## config.mk

```make
export PLATFORM = sky130hd
export DESIGN_NAME = serial_deserializer
export DESIGN_NICKNAME = d
export VERILOG_FILES = /design/src/rtl/serial_deserializer_pkg.sv /design/src/rtl/serial_deserializer_bit_counter.sv /design/src/rtl/serial_deserializer.sv
export SDC_FILE = /design/constraint.sdc
export NUM_CORES = 1
export LEC_CHECK = 0
export BUFFER_PORTS_ARGS = -buffer_cell sky130_fd_sc_hd__buf_2
export CAP_MARGIN = 25
export CORE_ASPECT_RATIO = 1.25
export CORE_MARGIN = 2
export CORE_UTILIZATION = 30
export DETAILED_ROUTE_END_ITERATION = 12
export SLEW_MARGIN = 30
export SYNTH_ARGS = -nofsm -noshare
export SYNTH_HDL_FRONTEND = slang
export SYNTH_SLANG_ARGS = --single-unit
```

## constraint.sdc

```tcl
create_clock -name DS_CLK -period 1.1 [get_ports DS_CLK]
set_input_delay 0.11 -clock DS_CLK [delete_from_list [all_inputs] [get_ports DS_CLK]]
set_output_delay 0.11 -clock DS_CLK [all_outputs]
set_load 0.01 [all_outputs]
```

## src/rtl/serial_deserializer_pkg.sv

```systemverilog
// ---------------------------------------------------------------------------
// serial_deserializer_pkg
//
// Shared definitions for the receive side of the board's serial shift link.
// The transmit shift register frames words with the same encodings. Keep the
// two sides in step when anything here changes.
//
// Contents:
//   ds_state_t   receive FSM states (IDLE=0, SHIFT=1, STOP=2)
//   START_BIT    line level that opens a frame (0)
//   STOP_BIT     line level that closes a good frame (1)
//   cnt_width()  bit-counter width for a given data width, never below 1
// ---------------------------------------------------------------------------
package serial_deserializer_pkg;

  // Frame states. The encodings are fixed so that debug probes and the
  // transmit side can agree on the numeric values.
  typedef enum logic [1:0] {
    IDLE  = 2'd0,
    SHIFT = 2'd1,
    STOP  = 2'd2
  } ds_state_t;

  // Line levels for the framing bits. The line idles at the stop level, so
  // the first low sample on a tick marks the start of a frame.
  localparam logic START_BIT = 1'b0;
  localparam logic STOP_BIT  = 1'b1;

  // Counter width needed to count WIDTH data bits (0 .. WIDTH-1).
  // $clog2(2) is 1, but we clamp anyway so that a degenerate width never
  // produces a zero-width vector.
  function automatic int cnt_width(input int width);
    int w;
    w = $clog2(width);
    if (w < 1) begin
      w = 1;
    end
    return w;
  endfunction

endpackage

```

## src/rtl/serial_deserializer_bit_counter.sv

```systemverilog
// ---------------------------------------------------------------------------
// ds_bit_counter
//
// Counts data bits within one received frame. It is cleared when a start bit
// is seen and advanced once per sampled data bit. tc flags the last data bit
// so the FSM can move on to the stop bit on that same tick.
//
// Ports:
//   DS_CLK  in   system clock, rising edge
//   DS_CLR  in   asynchronous active-high reset, clears the count
//   clr     in   synchronous clear (start of a new frame), wins over en
//   en      in   advance the count by one
//   tc      out  terminal count: count == WIDTH-1
// ---------------------------------------------------------------------------
module ds_bit_counter
  import serial_deserializer_pkg::*;
#(
  parameter int WIDTH = 8
) (
  input  logic DS_CLK,
  input  logic DS_CLR,
  input  logic clr,
  input  logic en,
  output logic tc
);

  localparam int CNT_W = cnt_width(WIDTH);
  localparam logic [CNT_W-1:0] LAST = CNT_W'(WIDTH - 1);
  localparam logic [CNT_W-1:0] ONE  = CNT_W'(1);

  logic [CNT_W-1:0] cnt;

  // Bit count for the frame in progress. It wraps back to zero after the
  // last data bit. For widths that are not a power of two, this keeps the
  // count inside 0 .. WIDTH-1 even if en were held longer than one frame.
  always_ff @(posedge DS_CLK or posedge DS_CLR) begin
    if (DS_CLR) begin
      cnt <= '0;
    end else if (clr) begin
      cnt <= '0;
    end else if (en) begin
      if (cnt == LAST) begin
        cnt <= '0;
      end else begin
        cnt <= cnt + ONE;
      end
    end
  end

  assign tc = (cnt == LAST);

endmodule

```

## src/rtl/serial_deserializer.sv

```systemverilog
// ---------------------------------------------------------------------------
// serial_deserializer
//
// Receive end of the board's serial shift link. The line is sampled only on
// bit_en ticks from the clock-divider mux. There is no oversampling, because
// ser_in is already synchronous to DS_CLK. Each frame is
//   start(0) + WIDTH data bits + stop(1)
// and a good frame is presented on data_out with a valid/ack handshake for
// the LED bank or the 7-seg driver.
//
// Parameters:
//   WIDTH      data bits per frame (>= 2)
//   MSB_FIRST  1: first data bit ends up in bit WIDTH-1
//              0: first data bit ends up in bit 0
//
// Ports:
//   DS_CLK      in   system clock, all state on the rising edge
//   DS_CLR      in   asynchronous active-high reset
//   bit_en      in   1-cycle sample tick
//   ser_in      in   serial data line, idles high
//   rd_ack      in   consumer has taken data_out (1-cycle pulse)
//   data_out    out  last good received word
//   data_valid  out  data_out holds an unread word
//   busy        out  frame in progress (state != IDLE)
//   frame_err   out  1-cycle pulse: stop bit sampled low
//   overrun     out  sticky: a word completed while data_valid was still set
// ---------------------------------------------------------------------------
module serial_deserializer
  import serial_deserializer_pkg::*;
#(
  parameter int WIDTH     = 8,
  parameter bit MSB_FIRST = 1'b1
) (
  input  logic             DS_CLK,
  input  logic             DS_CLR,
  input  logic             bit_en,
  input  logic             ser_in,
  input  logic             rd_ack,
  output logic [WIDTH-1:0] data_out,
  output logic             data_valid,
  output logic             busy,
  output logic             frame_err,
  output logic             overrun
);

  ds_state_t        state;
  logic [WIDTH-1:0] shreg;
  logic [WIDTH-1:0] shreg_next;
  logic             cnt_clr;
  logic             cnt_en;
  logic             last_bit;

  // Shift direction is fixed at elaboration time. In MSB-first mode the
  // first bit received migrates up to bit WIDTH-1 after WIDTH shifts. In
  // LSB-first mode it migrates down to bit 0.
  generate
    if (MSB_FIRST) begin : g_msb_first
      assign shreg_next = {shreg[WIDTH-2:0], ser_in};
    end else begin : g_lsb_first
      assign shreg_next = {ser_in, shreg[WIDTH-1:1]};
    end
  endgenerate

  // Counter controls. The counter is cleared on the start-bit tick, so it
  // reads 0 when the first data bit arrives. It then steps once per data
  // tick while we are in SHIFT.
  assign cnt_clr = bit_en && (state == IDLE) && (ser_in == START_BIT);
  assign cnt_en  = bit_en && (state == SHIFT);

  ds_bit_counter #(
    .WIDTH (WIDTH)
  ) u_bit_counter (
    .DS_CLK (DS_CLK),
    .DS_CLR (DS_CLR),
    .clr    (cnt_clr),
    .en     (cnt_en),
    .tc     (last_bit)
  );

  // Frame FSM, shift register, output word and handshake flags in one
  // block, so every output is registered alongside the state that causes
  // it.
  //
  // Handshake priority: rd_ack clears data_valid first, then a good stop
  // tick in the same cycle sets it again. The consumer has taken the old
  // word, so the new word is simply pending, and overrun is only raised
  // when the old word was never acknowledged.
  //
  // A bad stop bit leaves data_out and data_valid untouched, so a pending
  // good word is not lost to a corrupted follow-on frame.
  //
  // STOP always returns to IDLE. The very next tick can therefore be the
  // start bit of a back-to-back frame.
  always_ff @(posedge DS_CLK or posedge DS_CLR) begin
    if (DS_CLR) begin
      state      <= IDLE;
      shreg      <= '0;
      data_out   <= '0;
      data_valid <= 1'b0;
      frame_err  <= 1'b0;
      overrun    <= 1'b0;
    end else begin
      frame_err <= 1'b0;
      if (rd_ack) begin
        data_valid <= 1'b0;
      end
      if (bit_en) begin
        case (state)
          IDLE: begin
            if (ser_in == START_BIT) begin
              state <= SHIFT;
            end
          end
          SHIFT: begin
            shreg <= shreg_next;
            if (last_bit) begin
              state <= STOP;
            end
          end
          STOP: begin
            if (ser_in == STOP_BIT) begin
              data_out   <= shreg;
              data_valid <= 1'b1;
              if (data_valid && !rd_ack) begin
                overrun <= 1'b1;
              end
            end else begin
              frame_err <= 1'b1;
            end
            state <= IDLE;
          end
          default: begin
            state <= IDLE;
          end
        endcase
      end
    end
  end

  // busy is decoded from the registered state, so it stays glitch-free for
  // anything downstream that samples it on DS_CLK.
  assign busy = (state != IDLE);

endmodule

```

==> results of run 1 <==
## cell families (layout without fill, tap and decap cells)
| family | Yosys count | after routing | share of synthesized area |
|---|---|---|---|
| buffers and inverters | 4 | 43 | 0.0231 |
| DFF | 24 | 24 | 0.616 |
| adders and majority gates | 2 | 2 | 0.0257 |
| muxes | 16 | 16 | 0.196 |
| and+or+nand+nor | 10 | 10 | 0.0745 |
| AOI/OAI and AO/OA | 8 | 8 | 0.0642 |
## cells in the final DEF, fill, tap and decap left out
cell type      netlist  final
a22o_1               4      4
a22o_4               0      1
and2_4               1      1
and3_2               1      1
buf_2                0     15
buf_4                0     12
buf_6                1      8
bufinv_16            0      1
clkbuf_8             0      3
dfrtp_1             24     24
dlygate4sd3_1        0      1
ha_4                 0      2
inv_1                3      3
mux2_2              13     12
mux2_4               3      4
nand2_1              2      1
nand2_8              0      1
nand2b_1             1      1
nand4b_2             1      1
nor2_1               2      1
nor2_2               0      1
nor2b_4              1      1
o21ai_0              2      1
o21ai_2              0      1
o21bai_1             1      1
or2_4                0      1
## power by group through the flow
| stage | Clock (mW) | Combinational [mW] | Sequential, mW |
|---|---|---|---|
| after detailed placement | 0 | 0.829 | 1.36 |
| final | 0.763 | 1.16 | 1.36 |
| after floorplan | 0 | 0.568 | 1.35 |
| after CTS | 0.784 | 1.07 | 1.34 |
| after global routing | 0.827 | 1.28 | 1.40 |
| after global placement | 0 | 0.797 | 1.35 |
## routing by layer
| metal | GRT usage | wire length, µm | vias to the layer above |
|---|---|---|---|
| met1 | 0.154 | 837 | 309 |
| met5 | 0 | 0 | - |
| li1 | - | - | 303 |
| met3 | 0.0155 | 49 | 2 |
| met4 | 0.0457 | 25 | 0 |
| met2 | 0.186 | 993 | 13 |
## worst paths after layout
| check | end | slack (ns) | cells past startpoint |
|---|---|---|---|
| max in group asynchronous | data_valid | 0.44 | 4 |
| worst min-delay path | data_valid | 0.14 | 3 |
| worst max register to register | shreg[7] | -0.18 | 4 |
| worst max-delay path | shreg[7] | -0.18 | 4 |
| min in group asynchronous | data_out[4] | 0.42 | 4 |
| worst min register to register | overrun | 0.48 | 1 |
## sequential cells by signal (all words and copies together) (netlist names)
signal             count
data_out               8
shreg                  8
u_bit_counter.cnt      3
state                  2
data_valid             1
frame_err              1
overrun                1
## metrics by stage
step / cells / hold WS [ns]
3_3_place_gp: 125 / 0.160
6_report: 140 / 0.139
5_1_grt: 140 / 0.171
3_5_place_dp: 125 / 0.170
2_1_floorplan: 64 / 0.125
4_1_cts: 135 / 0.140
## cell type report
class                   count  area share
flip-flops and latches     24       0.427
multi-input cells          36       0.293
repair buffers             36       0.188
well taps                  37      0.0329
clock buffers               3      0.0293
clock inverters             1      0.0213
inverters                   3     0.00800
## what timing repair did
action	in CTS	in global routing
pin swaps	7	4
setup endpoints to repair	23	25
hold endpoints to repair	24	0
hold buffers	1	0
gates resized for setup	16	2
buffers inserted	5	5
## critical path: cells and delay by family (launching register included)
| kind | cells | cell delay (ns) |
|---|---|---|
| buf+inv | 1 | 0.13 |
| flops | 1 | 0.41 |
| mux | 1 | 0.30 |
| simple gates | 2 | 0.33 |
==> run metrics, run 1 <==
status=complete, but fails checks; failing checks=negative setup slack; final worst setup slack=-0.181 ns; DR pass1 iterations=3; leakage power=0.744 nW; Worst Setup SP=state[1]; Cell Chain, Critical Path=buf_6, nor2b_4, and2_4, mux2_4; Initial Utilization=0.308; Core Area=3170 µm²; Synth area leader=dfrtp_1; drt first-iter violations=12; CTS Buffer Depth=2; top post-synthesis cells by count=dfrtp_1 (24), mux2_2 (13), a22o_1 (4); final core occ=0.445; f_max=781 MHz; Setup violations, final=23; max-slew violation count=0; post-synthesis sequential area ratio=0.616; Post-synth ARST share=1.00; pin count of the biggest net entering global routing=25; Critical Path Start Type=register; Net Sw Frac=0.270; multi-input logic area=413 µm²; Avg Synthesized Cell Area=15.2 µm²; Synth Flop Type=dfrtp_1; GRT Total Usage=0.115; FF+latch count, synth=24; Sequential Power Share=0.413; area grow syn2layout=44.4%; CP max-delay cell=dfrtp_1; Ant. Diodes=0; Hold Crit Start=rd_ack; RSZ-0062 raised after global routing=true; synthesis warning total=0; CP Max Fanout=4; DRC violation count after routing=0; DPL Wire Length=1240 µm; Layout Nets=111; Crit path largest cell delay=0.41 ns; Slew @ Worst Pin=0.374 ns; Clock power frac=0.233; num ports=17; Netlist cell types=18; TritonCTS clock tree=built; pre-CTS setup slack=-0.0873 ns; top area cells in the synthesized netlist=dfrtp_1 (62%), mux2_2 (15%), mux2_4 (4.6%), a22o_1 (3.6%), ha_1 (2.6%); Mapped Nets=71; Power Total=3.28 mW; Switching Power=0.884 mW; CTS buffer count=3; fillers=312; setup TNS=-3.07 ns; count of buffers from port buffering=16; routed length per placed instance=13.6 µm; root buf cell=clkbuf_8; crit end category=register; # clock sinks=24; Placed Area=around 1200 µm²; EDFF count, synth=0; Die H=67.7 µm; share of layout cells above drive strength 1=0.641; Reg area=601 µm²; most common cell in the netlist=dfrtp_1; vias in the first global route=645; Crit Path Category=register to register; synthesized area=975 µm²; GPL Wtd Cong=roughly 0.73; die area=3720 µm²; first-pass GRT wire length=about 3100 µm; Routed Antenna Nets=0; relative slew slack=0.748; top-area cell type share of the netlist area=0.616; RR Startpoint=state[1]; DRT Wirelength=1910 µm; Hold Vio Cnt, Final=0; worst vdd ir=1020 µV; critical path arrival=~1.4 ns; combinational share of power=0.354; initial antenna violation count=0; GRT Residual Overflow=0; hold crit path type=primary input to register; Skew-Pair Late Insertion Delay=0.26 ns; CP required=1.25 ns; num rows=23; cell area after layout=1410 µm²; Cell Pwr Density=2330 nW/µm²; Internal=2.39 mW; Mapped Cells=64; clock skew=~0.0025 ns; Clock transition at path regs=approximately 0.080 ns; MaxCap Viol Count=0; die width=between 50 and 60 µm; CTS HTree Levels=1; fin crit period=~1.3 ns; drt via density=4.48; routed vias=627; Final Cycle Share=1.16
Power figures use the tool's default switching activity.
==> inputs of run 2 (changes only) <==
--- a/config.mk
+++ b/config.mk
@@ -11,6 +11,7 @@
 export CORE_MARGIN = 2
 export CORE_UTILIZATION = 30
 export DETAILED_ROUTE_END_ITERATION = 12
+export PLACE_DENSITY = 0.52
 export SLEW_MARGIN = 30
 export SYNTH_ARGS = -nofsm -noshare
 export SYNTH_HDL_FRONTEND = slang
==> run metrics, run 2 (synthesis results as in run 1) <==
f_max=784 MHz (was 781 MHz); Initial Utilization=0.308 (unchanged); top flop regs=data_out (8), shreg (8), u_bit_counter.cnt (3) (unchanged); DPL Wire Length=1170 µm (was 1240 µm); Layout Nets=106 (was 111); relative slew slack=0.797 (was 0.748); Hold Vio Cnt, Final=0 (unchanged); Ant. Diodes=0 (unchanged); share of layout cells above drive strength 1=0.633 (was 0.641); Skew-Pair Late Insertion Delay=0.26 ns (about the same); vias in the first global route=634 (was 645); setup TNS=-2.89 ns (was -3.07 ns); Cell Pwr Density=2170 nW/µm² (was 2330 nW/µm²); max-slew violation count=0 (unchanged); critical path arrival=1.42 ns (was 1.43 ns); most frequent cells in the layout=dfrtp_1 (23), buf_2 (15), mux2_2 (13), buf_6 (10), buf_4 (5) (was dfrtp_1 (24), buf_2 (15), mux2_2 (12), buf_4 (12), buf_6 (8)); routed vias=629 (was 627); Core Area=3170 µm² (unchanged); DP Cell Count=126 (was 125); initial antenna violation count=0 (unchanged); Final Cycle Share=1.16 (about the same); num ports=17 (unchanged); final worst setup slack=-0.175 ns (was -0.181 ns); die width=55.0 µm (unchanged); CP required=1.25 ns (about the same); DRT Wirelength=1740 µm (was 1910 µm); Die H=67.7 µm (unchanged); GRT Residual Overflow=0 (unchanged); root buf cell=clkbuf_8 (unchanged); Critical Path Start Type=register (unchanged); final hold slack=0.128 ns (was 0.139 ns); RSZ-0062 raised after global routing=true (unchanged); Crit Path Category=register to register (unchanged); DRC violation count after routing=0 (unchanged); drt first-iter violations=4 (was 12); GPL Wtd Cong=0.712 (was 0.732); first-pass GRT wire length=2910 µm (was 3110 µm); most common cell after layout, fill and taps aside=dfrtp_1 (unchanged); routed length per placed instance=12.9 µm (was 13.6 µm); area grow syn2layout=38.3% (was 44.4%); CTS HTree Levels=1 (unchanged); count of buffers from port buffering=16 (unchanged); CTS buffer count=3 (unchanged); DR pass1 iterations=4 (was 3); TritonCTS clock tree=built (unchanged); Setup violations, final=23 (unchanged); num rows=23 (unchanged); status=complete, but fails checks (unchanged); Slew @ Worst Pin=0.305 ns (was 0.374 ns); CTS Buffer Depth=2 (unchanged); failing checks=negative setup slack (unchanged); fin crit period=1.28 ns (about the same); pin count of the biggest net entering global routing=25 (unchanged); GRT Total Usage=0.111 (was 0.115); MaxCap Viol Count=0 (unchanged); CP Max Fanout=4 (unchanged); drt via density=4.66 (was 4.48); crit end category=register (unchanged); clock skew=0.00208 ns (was 0.00245 ns); hold crit path type=primary input to register (unchanged); die area=3720 µm² (unchanged); leakage power=0.707 nW (was 0.744 nW); Clock transition at path regs=0.08 ns (about the same); Routed Antenna Nets=0 (unchanged); Power Total=2.93 mW (was 3.28 mW); # clock sinks=24 (unchanged); worst vdd ir=1170 µV (was 1020 µV); final std cells w/o fill=135 (was 140)
-- run 2: repair_timing --
item | 4_1_cts | 5_1_grt
setup buffers | 2 | 2
gates resized for setup | 10 | 10
hold endpoints to repair | 24 | 0
endpoints found under the setup margin | 23 | 23
pin swaps | 1 | 1
cloned | 0 | 0
hold buffers | 1 | 0
-- run 2: area by class of cell --
| class | count | area [µm²] |
|---|---|---|
| fill | 312 | 1820 |
| sequential | 24 | 602 |
| multi-input combinational | 36 | 398 |
| timing repair buffer | 31 | 235 |
| clock buffer | 4 | 55.1 |
| tap | 37 | 46.3 |
| inverter | 3 | 11.3 |
-- run 2: worst paths after layout --
| path | startpoint | to | slack [ns] | depth (start not counted) |
|---|---|---|---|---|
| min in group asynchronous | DS_CLR | data_out[3] | 0.42 | 4 |
| min | rd_ack | data_valid | 0.13 | 3 |
| min reg2reg | overrun | overrun | 0.49 | 1 |
| max in group asynchronous | DS_CLR | state[1] | 0.42 | 4 |
| max | state[1] | shreg[7] | -0.18 | 4 |
| max reg2reg | state[1] | shreg[7] | -0.18 | 4 |
-- run 2: stage by stage --
step | setup slack (ns) | util | area, µm²
global placement | -0.0738 | 0.373 | 1180
detailed placement | -0.0950 | 0.373 | 1180
CTS | -0.173 | 0.408 | 1290
floorplan | -0.125 | - | 990
global route | -0.210 | 0.426 | 1350
finish | -0.175 | 0.426 | 1350
-- run 2: worst max-delay path: stages (launching register included) --
cell and delay [ns]:
dfrtp_2 0.42, buf_6 0.13, nor2b_4 0.11, and2_4 0.20, mux2_4 0.30
-- run 2: metal layers --
layer	GRT usage	vias to the layer above	wire length (µm)
met3	0.0221	4	66
met1	0.145	318	731
met4	0.0640	0	38
met5	0	-	0
li1	-	293	-
met2	0.167	14	906
-- run 2: where the power goes --
part	switching, mW	internal (mW)	leakage [nW]
Clock	0.265	0.319	0.0288
Sequential	0.171	1.16	0.308
Combinational	0.374	0.640	0.371
Total	0.809	2.12	0.707
==> inputs of run 3 (changes only) <==
--- a/config.mk
+++ b/config.mk
@@ -10,8 +10,10 @@
 export CORE_ASPECT_RATIO = 1.25
 export CORE_MARGIN = 2
 export CORE_UTILIZATION = 30
+export CTS_CLUSTER_DIAMETER = 30
 export DETAILED_ROUTE_END_ITERATION = 12
 export PLACE_DENSITY = 0.52
+export REMOVE_ABC_BUFFERS = 1
 export SLEW_MARGIN = 30
 export SYNTH_ARGS = -nofsm -noshare
 export SYNTH_HDL_FRONTEND = slang
==> run metrics, run 3 (synthesis results as in run 1) <==
die area=3720 µm² (unchanged); Crit Path Category=register to register (unchanged); f_max=788 MHz (was 784 MHz); Slew @ Worst Pin=0.312 ns (was 0.305 ns); drt first-iter violations=11 (was 4); Worst Path Buf+Inv=1 (unchanged); crit end category=register (unchanged); routed wl met2=913 µm (was 906 µm); Die H=67.7 µm (unchanged); most frequent cells in the layout=dfrtp_1 (24), buf_2 (15), mux2_2 (13), buf_4 (10), buf_6 (6) (was dfrtp_1 (23), buf_2 (15), mux2_2 (13), buf_6 (10), buf_4 (5)); hold path depth=3 (unchanged); Cell Chain, Critical Path=buf_6, nor2b_4, and2_4, mux2_4 (unchanged); CP Max Fanout=4 (unchanged); Crit path max-delay family=flip-flops (unchanged); Reg area=601 µm² (was 602 µm²); cell area after layout=1320 µm² (was 1350 µm²); final std cells w/o fill=136 (was 135); num rows=23 (unchanged); Sequential Power Share=0.460 (was 0.454); DRT Wirelength=1780 µm (was 1740 µm); num ports=17 (unchanged); GRT Residual Overflow=0 (unchanged); Clock power frac=0.202 (was 0.199); CTS buffer count=3 (unchanged); Core Area=3170 µm² (unchanged); final core occ=0.416 (was 0.426); routed vias=611 (was 629); Layout Nets=107 (was 106); critical path arrival=1.42 ns (about the same); failing checks=negative setup slack (unchanged); DR pass1 iterations=4 (unchanged); Critical Path Start Type=register (unchanged); Ant. Diodes=0 (unchanged); DRC violation count after routing=0 (unchanged); DPL Wire Length=1220 µm (was 1170 µm); DP Cell Count=126 (unchanged); multi-input logic area=377 µm² (was 398 µm²); relative slew slack=0.792 (was 0.797); area grow syn2layout=35.2% (was 38.3%); CP required=1.25 ns (about the same); Internal=2.11 mW (was 2.12 mW); setup slack, reg-to-reg=-0.17 ns (was -0.18 ns); combinational share of power=0.338 (was 0.347); RSZ-0062 raised after global routing=true (unchanged); Setup violations, final=22 (was 23); hold crit path type=primary input to register (unchanged); Clock transition at path regs=0.08 ns (about the same); TritonCTS clock tree=built (unchanged); pin count of the biggest net entering global routing=25 (unchanged); Initial Utilization=0.308 (unchanged); initial antenna violation count=0 (unchanged); CTS Buffer Depth=2 (unchanged); Routed Antenna Nets=0 (unchanged); Skew-Pair Late Insertion Delay=0.26 ns (about the same); drt via density=4.49 (was 4.66); worst vdd ir=1200 µV (was 1170 µV); fin crit period=1.27 ns (was 1.28 ns); share of layout cells above drive strength 1=0.606 (was 0.633); MaxCap Viol Count=0 (unchanged); WL met3=58 µm (was 66 µm); status=complete, but fails checks (unchanged); CTS HTree Levels=1 (unchanged); pre-CTS setup slack=-0.0810 ns (was -0.0950 ns); Crit. path cell count=4 (unchanged); Net Sw Frac=0.275 (was 0.277); fillers=309 (was 312); count of buffers from port buffering=16 (unchanged); root buf cell=clkbuf_8 (unchanged); Hold Vio Cnt, Final=0 (unchanged); die width=55.0 µm (unchanged); GRT Total Usage=0.112 (was 0.111); # clock sinks=24 (unchanged); r2r worst-path depth=4 (unchanged); clock skew=0.00364 ns (was 0.00208 ns); uppermost layer routed=met4 (unchanged); leakage power=0.702 nW (was 0.707 nW); Cell Pwr Density=2210 nW/µm² (was 2170 nW/µm²); final worst setup slack=-0.170 ns (was -0.175 ns); top flop regs=data_out (8), shreg (8), u_bit_counter.cnt (3) (unchanged); first-pass GRT wire length=2930 µm (was 2910 µm); vias in the first global route=645 (was 634); Switching Power=0.800 mW (was 0.809 mW); GPL Wtd Cong=0.673 (was 0.712); final hold slack=0.113 ns (was 0.128 ns); Placed Area=1160 µm² (was 1180 µm²); max-slew violation count=0 (unchanged); Final Cycle Share=1.15 (was 1.16); WL met1=785 µm (was 731 µm); Crit path largest cell delay=0.41 ns (was 0.42 ns); routed length per placed instance=13.1 µm (was 12.9 µm); CP max-delay cell=dfrtp_1 (was dfrtp_2); most common cell after layout, fill and taps aside=dfrtp_1 (unchanged)
run 3: cell types whose count changed in the layout (fill, tap and decap cells not counted), sizes merged:
cell,previous run,this run
buf,30,31
run 3: power by group through the flow:
| stage | combinational, mW | sequential, mW | clock (mW) |
|---|---|---|---|
| after floorplan | 0.523 | 1.34 | 0 |
| after global placement | 0.786 | 1.35 | 0 |
| after detailed placement | 0.811 | 1.35 | 0 |
| after CTS | 0.953 | 1.34 | 0.624 |
| after global routing | 1.08 | 1.38 | 0.655 |
| final | 0.983 | 1.34 | 0.589 |
run 3: final cells by class:
cell class | instances | share of cell area
well taps | 37 | 0.0351
clock buffers | 4 | 0.0418
flip-flops and latches | 24 | 0.456
repair buffers | 32 | 0.173
multi-input cells | 36 | 0.286
inverters | 3 | 0.00855
run 3: final timing paths:
kind                          start           to
max                        state[1]     shreg[0]
min                          rd_ack   data_valid
max reg2reg                state[1]     shreg[0]
min reg2reg                 overrun      overrun
max in group asynchronous    DS_CLR  data_out[7]
min in group asynchronous    DS_CLR  data_out[2]
run 3: through the flow:
stage / setup TNS [ns] / power [mW]
2_1_floorplan: -1.04 / 1.86
3_3_place_gp: -1.48 / 2.14
3_5_place_dp: -1.28 / 2.16
4_1_cts: -2.76 / 2.92
5_1_grt: -3.98 / 3.12
6_report: -2.79 / 2.91
run 3: layer usage:
layer  GRT usage  up-vias
li1            -      294
met1       0.135      306
met5           0        -
met3      0.0199        2
met4      0.0549        0
met2       0.186        9
run 3: worst reg2reg max path: stages (launching register included):
cell     delay [ns]
dfrtp_1        0.41
buf_6          0.13
nor2b_4        0.13
and2_4         0.19
mux2_4         0.30
run 3: what timing repair did:
item / 4_1_cts / 5_1_grt
setup endpoints to repair: 23 / 24
gates resized for setup: 11 / 2
hold endpoints to repair: 24 / 0
pin swaps: 4 / 3
hold buffers: 1 / 0
buffers inserted: 3 / 2
